**src/rtl/param_sub_accumulator_fb_if.sv**
```systemverilog
// Operand/control/result bundle for param_sub_accumulator_fb.
// master = requester driving operands, slave = accumulator.
interface param_sub_accumulator_fb_if #(
   parameter int IN_W  = 4,
   parameter int ACC_W = 8,
   parameter int CNT_W = 4
);
   logic [IN_W-1:0]  a;
   logic             mode;
   logic [CNT_W-1:0] iter;
   logic             start;
   logic             load;
   logic [ACC_W-1:0] load_val;
   logic             busy;
   logic             done;
   logic [ACC_W-1:0] result;
   logic             wrap;

   modport master (
      output a, mode, iter, start, load, load_val,
      input  busy, done, result, wrap
   );

   modport slave (
      input  a, mode, iter, start, load, load_val,
      output busy, done, result, wrap
   );
endinterface

```
**src/rtl/param_sub_accumulator_fb.sv**
```systemverilog
// Add/subtract accumulator that feeds its result back N times per start request.
// Define SUB_FB_SAT_EN to clamp at 0 / all-ones instead of wrapping modulo 2**ACC_W.
module param_sub_accumulator_fb #(
   parameter int               IN_W     = 4,
   parameter int               ACC_W    = 8,
   parameter int               CNT_W    = 4,
   parameter logic [ACC_W-1:0] INIT_VAL = '0
) (
   input logic                  clk,
   input logic                  rst,
   param_sub_accumulator_fb_if.slave bus
);

   typedef enum logic [1:0] {IDLE, RUN, DONE} state_t;

   state_t           state_q, state_d;
   logic [ACC_W-1:0] result_q, result_d;
   logic             wrap_q, wrap_d;
   logic [CNT_W-1:0] count_q, count_d;
   logic [IN_W-1:0]  a_q, a_d;
   logic             mode_q, mode_d;

   logic [ACC_W-1:0] a_ext;
   logic [ACC_W:0]   ext_sum;
   logic             overflow;
   logic [ACC_W-1:0] step;

   assign a_ext = ACC_W'(a_q);

   // Bit ACC_W of the extended sum is the carry (add) or the borrow (subtract).
   always_comb begin
      ext_sum  = mode_q ? ({1'b0, result_q} + {1'b0, a_ext})
                        : ({1'b0, result_q} - {1'b0, a_ext});
      overflow = ext_sum[ACC_W];
`ifdef SUB_FB_SAT_EN
      step = overflow ? (mode_q ? {ACC_W{1'b1}} : {ACC_W{1'b0}}) : ext_sum[ACC_W-1:0];
`else
      step = ext_sum[ACC_W-1:0];
`endif
   end

   always_comb begin
      // NOTE: every variable gets its hold value first, so no path can infer a latch.
      state_d  = state_q;
      result_d = result_q;
      wrap_d   = wrap_q;
      count_d  = count_q;
      a_d      = a_q;
      mode_d   = mode_q;
      case (state_q)
         IDLE: begin
            if (bus.load) begin
               result_d = bus.load_val;
            end else if (bus.start) begin
               a_d     = bus.a;
               mode_d  = bus.mode;
               count_d = bus.iter;
               wrap_d  = 1'b0;
               state_d = (bus.iter == '0) ? DONE : RUN;
            end
         end
         RUN: begin
            result_d = step;
            wrap_d   = wrap_q | overflow;
            count_d  = count_q - 1'b1;
            if (count_q == CNT_W'(1)) state_d = DONE;
         end
         DONE:    state_d = IDLE;
         default: state_d = IDLE;
      endcase
   end

   always_ff @(posedge clk) begin
      // NOTE: non-blocking so every register samples pre-edge values; blocking here would race.
      if (rst) begin
         state_q  <= IDLE;
         result_q <= INIT_VAL;
         wrap_q   <= 1'b0;
         count_q  <= '0;
         a_q      <= '0;
         mode_q   <= 1'b0;
      end else begin
         state_q  <= state_d;
         result_q <= result_d;
         wrap_q   <= wrap_d;
         count_q  <= count_d;
         a_q      <= a_d;
         mode_q   <= mode_d;
      end
   end

   assign bus.busy   = (state_q != IDLE);
   assign bus.done   = (state_q == DONE);
   assign bus.result = result_q;
   assign bus.wrap   = wrap_q;

endmodule

```
**src/flat_wrapper.sv**
```systemverilog
// flat-port wrapper written by rule: the top's interface ports become plain ports
module param_sub_accumulator_fb_flat 
#(
   parameter int               IN_W     = 4,
   parameter int               ACC_W    = 8,
   parameter int               CNT_W    = 4,
   parameter logic [ACC_W-1:0] INIT_VAL = '0
)
  (clk, rst, bus_a, bus_mode, bus_iter, bus_start, bus_load, bus_load_val, bus_busy, bus_done, bus_result, bus_wrap);
  param_sub_accumulator_fb_if #(.IN_W(IN_W), .ACC_W(ACC_W), .CNT_W(CNT_W)) bus_i ();
  input logic clk;
  input logic rst;
  input wire logic [$bits(bus_i.a)-1:0] bus_a;
  input wire logic [$bits(bus_i.mode)-1:0] bus_mode;
  input wire logic [$bits(bus_i.iter)-1:0] bus_iter;
  input wire logic [$bits(bus_i.start)-1:0] bus_start;
  input wire logic [$bits(bus_i.load)-1:0] bus_load;
  input wire logic [$bits(bus_i.load_val)-1:0] bus_load_val;
  output wire logic [$bits(bus_i.busy)-1:0] bus_busy;
  output wire logic [$bits(bus_i.done)-1:0] bus_done;
  output wire logic [$bits(bus_i.result)-1:0] bus_result;
  output wire logic [$bits(bus_i.wrap)-1:0] bus_wrap;
  assign bus_i.a = bus_a;
  assign bus_i.mode = bus_mode;
  assign bus_i.iter = bus_iter;
  assign bus_i.start = bus_start;
  assign bus_i.load = bus_load;
  assign bus_i.load_val = bus_load_val;
  assign bus_busy = bus_i.busy;
  assign bus_done = bus_i.done;
  assign bus_result = bus_i.result;
  assign bus_wrap = bus_i.wrap;
  param_sub_accumulator_fb #(.IN_W(IN_W), .ACC_W(ACC_W), .CNT_W(CNT_W), .INIT_VAL(INIT_VAL)) u_core (.clk(clk), .rst(rst), .bus(bus_i));
endmodule
```
**config.mk**
```make
export PLATFORM = sky130hd
export DESIGN_NAME = param_sub_accumulator_fb_flat
export DESIGN_NICKNAME = d
export VERILOG_FILES = /design/src/rtl/param_sub_accumulator_fb_if.sv /design/src/rtl/param_sub_accumulator_fb.sv /design/src/flat_wrapper.sv
export SDC_FILE = /design/constraint.sdc
export NUM_CORES = 1
export LEC_CHECK = 0
export ABC_AREA = 1
export ABC_CLOCK_PERIOD_IN_PS = 2800
export BUFFER_PORTS_ARGS = -buffer_cell sky130_fd_sc_hd__buf_4
export CORE_ASPECT_RATIO = 1.25
export CORE_MARGIN = 2
export CORE_UTILIZATION = 46
export DETAILED_ROUTE_END_ITERATION = 7
export GPL_TIMING_DRIVEN = 0
export HOLD_SLACK_MARGIN = 0.02
export PLACE_DENSITY = 0.7
export SLEW_MARGIN = 30
export SYNTH_ARGS = -nofsm -noshare
export SYNTH_HDL_FRONTEND = slang
export SYNTH_SLANG_ARGS = --single-unit
```
**constraint.sdc**
```tcl
create_clock -name clk -period 2.8 [get_ports clk]
set_input_delay 0.28 -clock clk [delete_from_list [all_inputs] [get_ports clk]]
set_output_delay 0.28 -clock clk [all_outputs]
set_load 0.02 [all_outputs]
```
======== After elaboration in Yosys (flattened, before gate mapping) ========
Cells that the tools add are included.
cells by class
  add/subtract/negate cells ............... 3
  multiply operators ...................... 0
  div/mod/pow operators ................... 0
  magnitude comparators ................... 0
  eq/ne operators ......................... 7
  shifts and indexed selects .............. 0
  multiplexer cells ....................... 14
  bitwise operators ....................... 2
  reduce and logical (&&, ||, !) cells .... 8
operators with widths
  cell                   number
  $pmux W8 S2            1
  $add A8 B4 Y9          1
  $mux W9                1
  $reduce_and A3 Y1      3
  $sub A8 B4 Y9          1
  $mux W2                4
  $mux W4                2
  $mux W8                1
  $pmux W4 S2            1
  $ne A2 B2 Y1 const B   3
  $eq A4 B1 Y1 const B   1
  $logic_not A4 Y1       1
  $pmux W2 S2            1
  $reduce_bool A2 Y1     2
  $sub A4 B1 Y4 const B  1
  $eq A2 B1 Y1 const B   1
  $eq A2 B2 Y1 const B   1
  $logic_not A2 Y1       1
  $mux W1                2
  $ne A2 B1 Y1 const B   1
  $pmux W1 S2            1
  $reduce_and A2 Y1      1
  $not A1 Y1             1
  $or A1 B1 Y1           1
word-level totals
  bits in registers ....................... 20
  bits in latches ......................... 0
  bits in writable memories ............... 0
  ROM bits ................................ 0
  input port bits ......................... 21
  output and inout bits ................... 11
  word-level logic and storage cells ...... 40
  memories ................................ 0

======== Longest topological paths before layout ========
Gate-level depths: netlist (run 1).
  depth after elaboration ................. 5
  depth in mapped cells ................... 17
  depth with buffers taken out ............ 17

======== Least setup slack after synthesis (run 1) ========
No wires, ideal clock.
  path kind ............................... register -> register
  start point ............................. register u_core.a_q[2]
  end point ............................... register u_core.wrap_q, in the netlist u_core.bus.wrap
  library setup time ...................... 0.109 ns
  arrival time ............................ 1.914 ns
  required time ........................... 2.691 ns
  path slack .............................. 0.777 ns
  cell stages (with the launch flop) ...... 15
  buffers on the path ..................... 0
  clock period less this slack ............ 2.023 ns
  cell sequence ........................... dfxtp_1 nor3_1 ha_1 nand2_1 o21ai_0 ha_1 or2_1 nand3b_1 nand2_1 nand2_1 nand2_1 nand2_1 nand3_1 nand2_1 inv_1
between the ends
  word-level cells in the longest chain between the ends .. 4
  elaborated cells on any way between the ends .. 5
  those cells by class .................... 2 x add/sub; 2 x mux; 1 x bitwise
ends and longest elaborated chain
  item                                            RTL line                                                        text
  from (decl)                                     param_sub_accumulator_fb.sv:20                                  logic [IN_W-1:0] a_q, a_d;
  from (signal assigned)                          param_sub_accumulator_fb.sv:80                                  a_q <= '0;
  from (signal assigned)                          param_sub_accumulator_fb.sv:87                                  a_q <= a_d;
  $sub A8 B4 Y9 or $add A8 B4 Y9 (tied branches)  param_sub_accumulator_fb.sv:33, param_sub_accumulator_fb.sv:32
  $mux W9 (*)                                     param_sub_accumulator_fb.sv:32                                  ext_sum = mode_q ? ({1'b0, result_q} + {1'b0, a_ext})
  $or A1 B1 Y1 (*)                                param_sub_accumulator_fb.sv:64                                  wrap_d = wrap_q | overflow;
  $pmux W1 S2 (*)                                 param_sub_accumulator_fb.sv:50                                  case (state_q)
  to (signal assigned)                            param_sub_accumulator_fb.sv:85                                  wrap_q <= wrap_d;
  to (decl)                                       param_sub_accumulator_fb.sv:18                                  logic wrap_q, wrap_d;
Mark *: on every way between the ends. The rest lies on a longest branch, timed or not.
A chain may end at the register's enable or synchronous reset.

======== Worst setup path after layout (run 1) ========
Same ends and word-level chain as after synthesis.

==> flow_metrics.env, run 1 <==
export IMPL_run_status="completed"
export IMPL_clock_path_buffers=2
export IMPL_critPathMaxStageDelay_ns=0.37
export IMPL_ys_warn_count=0
export IMPL_path_cells="nor3_1, ha_1, nand2_1, o21ai_0, ha_1, or2_1, nand3b_1, nand2_1, nand2_1, nand2_1, nand2_1, nand3_1, nand2_1, inv_1"
export IMPL_die_height_um=66.4
export IMPL_worstPathArrival_ns=2.49
export IMPL_antenna_found_initial=0
export IMPL_numPortBuffers=30
export IMPL_mostFrequentLayoutCells="nand2_1 (51), buf_4 (31), nor2_1 (29)"
export IMPL_hold_path_class="in2reg"
export IMPL_clk_latency_ns=0.30
export IMPL_synth_edf_count=0
export IMPL_crit_top_cell="nand2_1"
export IMPL_grt_pass1_wl_mm=5.24
export IMPL_syn_nets=245
export IMPL_start_util=0.486
export IMPL_place_congestion=0.795
export IMPL_grt_pass1_vias=1284
export IMPL_dp_slack_ns=0.530
export IMPL_drt_iter0_drc=15
export IMPL_finalCritPeriodShare=0.812
export IMPL_netlist_instances=211
export IMPL_diodes=0
export IMPL_crit_fanout=5
export IMPL_cts_tree="built"
export IMPL_clk_pin_slew_ns=0.12
export IMPL_power_total_mw=1.29
export IMPL_cts_sinks=20
export IMPL_dp_cells=277
export IMPL_final_setup_skew_ns=0.00354
export IMPL_cts_root_buf="clkbuf_4"
export IMPL_vias=1394
export IMPL_layout_setup_ws_ns=0.527
export IMPL_grtUsageTotal=0.196
export IMPL_critPathLaunchType="flop"
export IMPL_fin_area_um2=1740
export IMPL_power_density_nw_per_um2=740
export IMPL_cp_data_required_time_ns=3.02
export IMPL_drive_gt1_frac=0.216
export IMPL_final_setup_viol_count=0
export IMPL_worstMarginPinSlew_ns=0.627
export IMPL_synth_seq_cells=20
export IMPL_place_area_um2=1700
export IMPL_max_freq_ghz=0.440
export IMPL_nNetsFinal=280
export IMPL_layout_commonest_cell="nand2_1"
export IMPL_hold_viol=0
export IMPL_crit_type="reg2reg"
export IMPL_slew_headroom=0.582
export IMPL_slew_viol_final=0
export IMPL_avgSynthCellArea_um2=6.78
export IMPL_synthFlopType="dfxtp_1"
export IMPL_overflow=0
export IMPL_rsz0062_at_grt="false"
export IMPL_wl_mm=3.07
export IMPL_die_area_um2=3580
export IMPL_area_growth_pct=21.4
export IMPL_cp_end_kind="flop"
export IMPL_drt_wirelength_per_cell_um=10.9
export IMPL_cts_resized=0
export IMPL_die_width_um=53.9
export IMPL_p_leak_nw=0.868
export IMPL_num_rows=22
export IMPL_drc=0
export IMPL_crit_buf_inv=1
export IMPL_htree_levels=1
export IMPL_post_cts_setup_buffers=0
export IMPL_fin_hold_ws_ns=0.218
export IMPL_core_area_um2=2950
export IMPL_post_synth_instance_area_um2=1430
export IMPL_drtAntennaViolNets=0
export IMPL_fin_tns_setup_ns=0
export IMPL_instances_no_fill=281
export IMPL_vias_per_cell=4.96
export IMPL_grt_max_degree=12
export IMPL_fin_util=0.590
export IMPL_dp_hpwl_mm=2.44
export IMPL_vdd_drop_max_mv=0.537
export IMPL_synth_seq_area_share=0.280
export IMPL_cap_violations=0
export IMPL_boundaryPins=32
export IMPL_critical_path_slowest_cell="dfxtp_1"
export IMPL_synth_async_sr_flop_share=0
export IMPL_dr_pass1_iters=4
export IMPL_cts_buffers=3
export IMPL_period_minus_slack_ns=2.27
export IMPL_holdBufCountCts=0
export IMPL_synth_cell_types=28
export IMPL_crit_family="simple AND/OR/NAND/NOR gates"
==> registers in the layout, summed over array words and instances (netlist names) <==
register	count
u_core.a_q	4
u_core.bus.result	8
u_core.bus.wrap	1
u_core.count_q	4
u_core.mode_q	1
u_core.state_q	2
==> layout make-up <==
class	count	area, um2
flip-flops and latches	20	400
plain buffers	5	37.5
repair buffers	30	225
clock buffers	4	36.3
inverters	28	110
fillers	302	1210
well taps	36	45.0
multi-input cells	158	883
==> final timing paths <==
path	slack (ns)	endpoint	cells past startpoint	start
hold reg to reg	0.45	u_core.state_q[1]	1	u_core.state_q[1]
hold / removal	0.22	u_core.a_q[2]	3	bus_a[2]
setup reg to reg	0.53	u_core.bus.wrap	14	u_core.a_q[2]
setup / recovery	0.53	u_core.bus.wrap	14	u_core.a_q[2]
==> power by group <==
part / total (mW) / switching (mW) / internal (mW) / leakage, nW
Sequential: 0.395 / 0.0509 / 0.344 / 0.165
Clock: 0.173 / 0.0942 / 0.0793 / 0.0210
Combinational: 0.718 / 0.424 / 0.293 / 0.682
Total: 1.29 / 0.570 / 0.717 / 0.868
==> kinds of logic (layout without fill, tap and decap cells) <==
logic type	count (synthesis)	in the layout	share of synthesized area
AND/OR/NAND/NOR	103	103	0.320
AO/OA/AOI/OAI	40	40	0.166
buffers and inverters	33	67	0.103
XOR/XNOR	2	2	0.0122
flip-flops	20	20	0.280
adder cells (fa/ha/maj)	13	13	0.119
==> cell usage after synthesis (2+ instances only) <==
| master | count | share of area |
|---|---|---|
| nand2_1 | 51 | 0.13 |
| ha_1 | 12 | 0.10 |
| inv_2 | 4 | 0.010 |
| nor2_1 | 29 | 0.076 |
| a21oi_1 | 21 | 0.073 |
| inv_1 | 22 | 0.058 |
| o21ai_0 | 4 | 0.014 |
| a31oi_1 | 3 | 0.013 |
| nor4_1 | 2 | 0.0087 |
| nand3_1 | 13 | 0.045 |
| clkbuf_1 | 2 | 0.0052 |
| nand2_4 | 2 | 0.016 |
| a211oi_2 | 4 | 0.035 |
| inv_4 | 2 | 0.0087 |
| buf_6 | 2 | 0.016 |
| dfxtp_1 | 20 | 0.28 |
| o21ai_1 | 7 | 0.024 |
==> worst reg2reg max path, stage by stage, from the launching register on <==
cell,delay (ns)
dfxtp_1,0.37
nor3_1,0.29
ha_1,0.29
nand2_1,0.06
o21ai_0,0.09
ha_1,0.33
or2_1,0.23
nand3b_1,0.11
nand2_1,0.08
nand2_1,0.08
nand2_1,0.05
nand2_1,0.05
nand3_1,0.06
nand2_1,0.06
inv_1,0.03
==> metal layers <==
| layer | vias to the layer above | GRT usage | share of wire | wire (um) |
|---|---|---|---|---|
| met5 | - | 0 | 0 | 0 |
| met4 | 0 | 0.0481 | 0.0036 | 11 |
| met3 | 2 | 0.0226 | 0.028 | 85 |
| met2 | 16 | 0.370 | 0.52 | 1590 |
| met1 | 619 | 0.221 | 0.45 | 1380 |
| li1 | 757 | - | - | - |
No activity file was read; power rests on OpenSTA's default activity.
==> inputs of run 2 (changes only) <==
ABC_AREA = 0   (was 1)
ABC_CLOCK_PERIOD_IN_PS = 2000   (was 2800)
PLACE_DENSITY = 0.73   (was 0.7)
clock period = 2 ns   (was 2.8 ns; I/O delays follow)
==> flow_metrics.env, run 2 <==
export IMPL_sw_frac_of_total=0.355
export IMPL_cts_tree="built"
export IMPL_cts_sinks=20
export IMPL_layout_commonest_cell="buf_4"
export IMPL_run_status="finished with violations"
export IMPL_drt_iter0_drc=20
export IMPL_numPortBuffers=30
export IMPL_synth_cell_types=40
export IMPL_grt_util_met1=0.246
export IMPL_overflow=0
export IMPL_nNetsFinal=243
export IMPL_largest_reg_flops=8
export IMPL_holdBufCountCts=0
export IMPL_crit_type="reg2reg"
export IMPL_die_width_um=52.6
export IMPL_met3_usage=0.0323
export IMPL_p_leak_nw=0.789
export IMPL_drt_wirelength_per_cell_um=13.9
export IMPL_crit_fanout=4
export IMPL_clk_latency_ns=0.31
export IMPL_cap_violations=0
export IMPL_num_rows=22
export IMPL_synth_area_top_cells="dfxtp_1 (30%), ha_1 (11%), a21oi_1 (7.7%)"
export IMPL_htree_levels=1
export IMPL_clockPowerShare=0.206
export IMPL_combPwrFrac=0.398
export IMPL_vdd_drop_max_mv=0.457
export IMPL_finalCritPeriodShare=1.13
export IMPL_vias=1353
export IMPL_antenna_found_initial=0
export IMPL_power_total_mw=1.19
export IMPL_synth_async_sr_flop_share=0
export IMPL_vias_per_cell=5.55
export IMPL_netlist_instances=171
export IMPL_grt_max_degree=12
export IMPL_mostFrequentLayoutCells="buf_4 (33), nor2_1 (24), a21oi_1 (19), nand2_1 (19), dfxtp_1 (18)"
export IMPL_dp_slack_ns=-0.318
export IMPL_period_minus_slack_ns=2.25
export IMPL_start_util=0.474
export IMPL_diodes=0
export IMPL_power_density_nw_per_um2=662
export IMPL_synth_common_cells="nor2_1 (24), a21oi_1 (21), dfxtp_1 (20), nand2_1 (19), ha_1 (12)"
export IMPL_hold_viol=0
export IMPL_layout_setup_ws_ns=-0.251
export IMPL_synth_top_area_share=0.295
export IMPL_power_switching_mw=0.422
export IMPL_slew_viol_final=0
export IMPL_drc=0
export IMPL_grt_util_met2=0.405
export IMPL_grt_pass1_wl_mm=5.65
export IMPL_dp_hpwl_mm=2.54
export IMPL_grt_pass1_vias=1342
export IMPL_worstPathArrival_ns=2.43
export IMPL_dr_pass1_iters=5
export IMPL_worstMarginPinSlew_ns=0.593
export IMPL_cp_data_required_time_ns=2.18
export IMPL_syn_nets=205
export IMPL_cts_buffers=3
export IMPL_max_freq_ghz=0.444
export IMPL_yosysTopAreaCell="dfxtp_1"
export IMPL_seq_power_share=0.396
export IMPL_avgSynthCellArea_um2=7.93
export IMPL_synth_seq_area_share=0.295
export IMPL_clk_pin_slew_ns=0.12
export IMPL_ys_warn_count=0
export IMPL_core_area_um2=2860
export IMPL_slew_headroom=0.604
export IMPL_cp_end_kind="flop"
export IMPL_final_setup_skew_ns=0.00220
export IMPL_synth_edf_count=0
export IMPL_drive_gt1_frac=0.332
export IMPL_post_synth_instance_area_um2=1360
export IMPL_grtUsageTotal=0.217
export IMPL_fin_util=0.628
export IMPL_die_area_um2=3400
export IMPL_cts_root_buf="clkbuf_4"
export IMPL_area_growth_pct=32.6
export IMPL_place_congestion=0.860
export IMPL_violations="setup timing"
export IMPL_synth_most_common_cell="nor2_1"
export IMPL_clock_path_buffers=2
export IMPL_rsz0062_at_grt="true"
export IMPL_hold_path_class="in2reg"
export IMPL_die_height_um=64.7
export IMPL_wl_mm=3.40
export IMPL_power_internal_mw=0.768
export IMPL_grt_busiest_layer="met2"
export IMPL_synthFlopType="dfxtp_1"
export IMPL_drtAntennaViolNets=0
export IMPL_final_setup_viol_count=7
export IMPL_synth_seq_cells=20
export IMPL_boundaryPins=32
export IMPL_critPathLaunchType="flop"
run 2: metal layers:
metal | vias to the layer above | routed length (um)
met1 | 635 | 1400
met2 | 34 | 1810
met5 | - | 0
li1 | 679 | -
met4 | 0 | 41
met3 | 5 | 140
run 2: area by class of cell:
class	instances	area, um2
fillers	277	1060
inverters	8	32.5
flip-flops and latches	20	405
plain buffers	7	53.8
well taps	36	45.0
multi-input cells	135	966
clock buffers	4	36.3
repair buffers	34	259
run 2: repair_timing:
item	CTS	global route
setup buffers	2	2
hold endpoints to repair	0	0
gates resized for setup	11	5
endpoints found under the setup margin	6	7
pin swaps	9	6
run 2: cells by family (layout without fill, tap and decap cells):
family / count (synthesis) / after routing / share of synthesized area
AO/OA/AOI/OAI: 53 / 53 / 0.254
XOR/XNOR: 5 / 5 / 0.0323
adder cells (fa/ha/maj): 13 / 13 / 0.125
buffers and inverters: 16 / 53 / 0.0646
flip-flops: 20 / 20 / 0.295
multiplexers: 3 / 3 / 0.0240
AND/OR/NAND/NOR: 61 / 61 / 0.205
run 2: final timing paths:
kind | from | end | slack [ns] | cells past startpoint
setup / recovery | u_core.a_q[0] | u_core.bus.result[6] | -0.25 | 10
hold / removal | bus_a[1] | u_core.a_q[1] | 0.12 | 3
setup reg to reg | u_core.a_q[0] | u_core.bus.result[6] | -0.25 | 10
hold reg to reg | u_core.a_q[3] | u_core.a_q[3] | 0.50 | 2
run 2: power groups by stage:
stage                     sequential (mW)  clock [mW]  combinational, mW
after floorplan                     0.493           0              0.284
after global placement              0.476           0              0.414
after detailed placement            0.478           0              0.429
after CTS                           0.471       0.249              0.453
after global routing                0.479       0.268              0.526
final                               0.472       0.245              0.474
run 2: worst max-delay path, stage by stage (launching register included):
cell      delay (ns)
dfxtp_2         0.35
buf_6           0.12
nor3_4          0.19
ha_1            0.25
mux2_4          0.28
ha_4            0.18
a211oi_4        0.24
o21bai_1        0.11
a21oi_1         0.17
xor2_1          0.15
a211oi_1        0.08
run 2: metrics by stage:
step | cells | TNS [ns] | cell area [um2] | hold WS [ns]
2_1_floorplan | 171 | -0.421 | 1390 | 0.328
3_3_place_gp | 237 | -1.14 | 1660 | 0.447
3_5_place_dp | 237 | -1.47 | 1660 | 0.454
4_1_cts | 242 | -1.10 | 1760 | 0.118
5_1_grt | 244 | -1.95 | 1800 | 0.118
6_report | 244 | -1.20 | 1800 | 0.118
==> inputs of run 3 (changes only) <==
--- a/config.mk
+++ b/config.mk
@@ -7,5 +7,5 @@
 export LEC_CHECK = 0
 export ABC_AREA = 0
-export ABC_CLOCK_PERIOD_IN_PS = 2000
+export ABC_CLOCK_PERIOD_IN_PS = 2400
 export BUFFER_PORTS_ARGS = -buffer_cell sky130_fd_sc_hd__buf_4
 export CORE_ASPECT_RATIO = 1.25
@@ -15,5 +15,5 @@
 export GPL_TIMING_DRIVEN = 0
 export HOLD_SLACK_MARGIN = 0.02
-export PLACE_DENSITY = 0.73
+export PLACE_DENSITY = 0.7
 export SLEW_MARGIN = 30
 export SYNTH_ARGS = -nofsm -noshare
==> constraint.sdc (replaced) <==
create_clock -name clk -period 2.4 [get_ports clk]
set_input_delay 0.12 -clock clk [delete_from_list [all_inputs] [get_ports clk]]
set_output_delay 0.12 -clock clk [all_outputs]
set_load 0.02 [all_outputs]
==> flow_metrics.env, run 3 (synthesized netlist as in run 2, its figures left out) <==
export IMPL_run_status="completed"
export IMPL_highest_layer="met4"
export IMPL_place_area_um2=1630
export IMPL_dp_hpwl_mm=2.42
export IMPL_sw_frac_of_total=0.358
export IMPL_place_congestion=0.874
export IMPL_grtUsageTotal=0.204
export IMPL_clockPowerShare=0.176
export IMPL_period_minus_slack_ns=2.30
export IMPL_dp_cells=237
export IMPL_mostFrequentLayoutCells="buf_4 (33), nor2_1 (24), a21oi_1 (21)"
export IMPL_regArea_um2=405
export IMPL_cts_tree="built"
export IMPL_instances_no_fill=242
export IMPL_boundaryPins=32
export IMPL_numPortBuffers=30
export IMPL_cp_end_kind="flop"
export IMPL_p_leak_nw=0.763
export IMPL_die_height_um=64.7
export IMPL_vdd_drop_max_mv=0.302
export IMPL_diodes=0
export IMPL_start_util=0.474
export IMPL_drt_iter0_drc=44
export IMPL_crit_family="adder cells"
export IMPL_max_freq_ghz=0.434
export IMPL_hold_viol=0
export IMPL_drt_wirelength_per_cell_um=13.3
export IMPL_final_setup_skew_ns=0.0139
export IMPL_num_rows=22
export IMPL_area_growth_pct=24.7
export IMPL_cts_sinks=20
export IMPL_layout_setup_ws_ns=0.0971
export IMPL_core_area_um2=2860
export IMPL_grt_pass1_vias=1232
export IMPL_critical_path_slowest_cell="fa_2"
export IMPL_power_density_nw_per_um2=537
export IMPL_worstMarginPinSlew_ns=0.609
export IMPL_htree_levels=1
export IMPL_worstRegToRegCells=10
export IMPL_clk_pin_slew_ns=0.12
export IMPL_power_switching_mw=0.325
export IMPL_dr_wl_met3_um=86
export IMPL_cp_num_cells=10
export IMPL_layout_commonest_cell="buf_4"
export IMPL_vias_per_cell=5.47
export IMPL_worstPathArrival_ns=2.48
export IMPL_drtAntennaViolNets=0
export IMPL_power_internal_mw=0.584
export IMPL_fin_area_um2=1690
export IMPL_slew_viol_final=0
export IMPL_die_area_um2=3400
export IMPL_cp_data_required_time_ns=2.58
export IMPL_cap_violations=0
export IMPL_grt_max_degree=11
export IMPL_nNetsFinal=242
export IMPL_combPwrFrac=0.395
export IMPL_cts_buffers=3
export IMPL_vias=1323
export IMPL_multiInputGateArea_um2=887
export IMPL_critPathLaunchType="flop"
export IMPL_critPathMaxStageDelay_ns=0.39
export IMPL_power_total_mw=0.909
export IMPL_dr_pass1_iters=4
export IMPL_drt_met1_wl_mm=1.38
export IMPL_crit_type="reg2reg"
export IMPL_fin_hold_ws_ns=0.0614
export IMPL_crit_buf_inv=2
export IMPL_overflow=0
export IMPL_final_setup_viol_count=0
export IMPL_wl_mm=3.21
export IMPL_die_width_um=52.6
export IMPL_finalCritPeriodShare=0.960
export IMPL_cts_root_buf="clkbuf_4"
export IMPL_hold_path_class="in2reg"
export IMPL_seq_power_share=0.429
export IMPL_fillers=280
export IMPL_slew_headroom=0.594
export IMPL_drive_gt1_frac=0.282
export IMPL_clk_latency_ns=0.30
export IMPL_antenna_found_initial=0
export IMPL_grt_pass1_wl_mm=5.41
export IMPL_crit_fanout=3
export IMPL_path_cells="inv_1, ha_1, mux2_2, fa_2, a211oi_4, buf_4, o21ai_0, a21o_1, nand3_1, a21oi_1"
export IMPL_worstHoldPathCells=3
export IMPL_wl_met2_mm=1.73
export IMPL_largest_reg_flops=8
export IMPL_drc=0
export IMPL_clock_path_buffers=2
export IMPL_dp_slack_ns=-0.0414
==> run 3: power groups by stage <==
| stage | combinational [mW] | sequential (mW) | clock, mW |
|---|---|---|---|
| after floorplan | 0.227 | 0.409 | 0 |
| after global placement | 0.335 | 0.395 | 0 |
| after detailed placement | 0.343 | 0.396 | 0 |
| after CTS | 0.346 | 0.388 | 0.165 |
| after global routing | 0.402 | 0.395 | 0.179 |
| final | 0.359 | 0.390 | 0.160 |
==> run 3: per-layer routing <==
layer | vias up | GRT usage
met3 | 2 | 0.0207
met1 | 620 | 0.263
met5 | - | 0
li1 | 680 | -
met2 | 21 | 0.361
met4 | 0 | 0.0385
==> run 3: path summary, 6_finish.rpt <==
path | startpoint | end | slack (ns)
setup reg to reg | u_core.a_q[0] | u_core.bus.wrap | 0.1
hold reg to reg | u_core.bus.wrap | u_core.bus.wrap | 0.47
setup / recovery | u_core.a_q[0] | u_core.bus.wrap | 0.1
hold / removal | bus_a[1] | u_core.a_q[1] | 0.06
==> run 3: final cells by class <==
| cell class | count | area share |
|---|---|---|
| sequential | 20 | 0.240 |
| inverter | 8 | 0.0178 |
| tap | 36 | 0.0266 |
| buffer | 7 | 0.0318 |
| multi-input combinational | 135 | 0.524 |
| timing repair buffer | 33 | 0.146 |
| clock buffer | 3 | 0.0133 |
==> run 3: what timing repair did <==
item | 4_1_cts | 5_1_grt
gates resized for setup | 3 | 5
hold buffers | 0 | 0
buffers inserted | 0 | 3
endpoints found under the setup margin | 1 | 5
pin swaps | 1 | 6
==> run 3: worst register-to-register path: cells and delay by family, from the launching register on <==
family                     cells  cell delay [ns]
buffers and inverters          2             0.19
muxes                          1             0.30
adders and majority gates      2             0.67
DFF                            1             0.37
and+or+nand+nor                1             0.07
AOI/OAI and AO/OA              4             0.59
==> run 3: stage by stage <==
step,util,setup TNS [ns]
5_1_grt,0.591,-0.0283
3_3_place_gp,0.568,-0.00781
4_1_cts,0.577,0
6_report,0.591,0
3_5_place_dp,0.568,-0.0414
2_1_floorplan,-,0
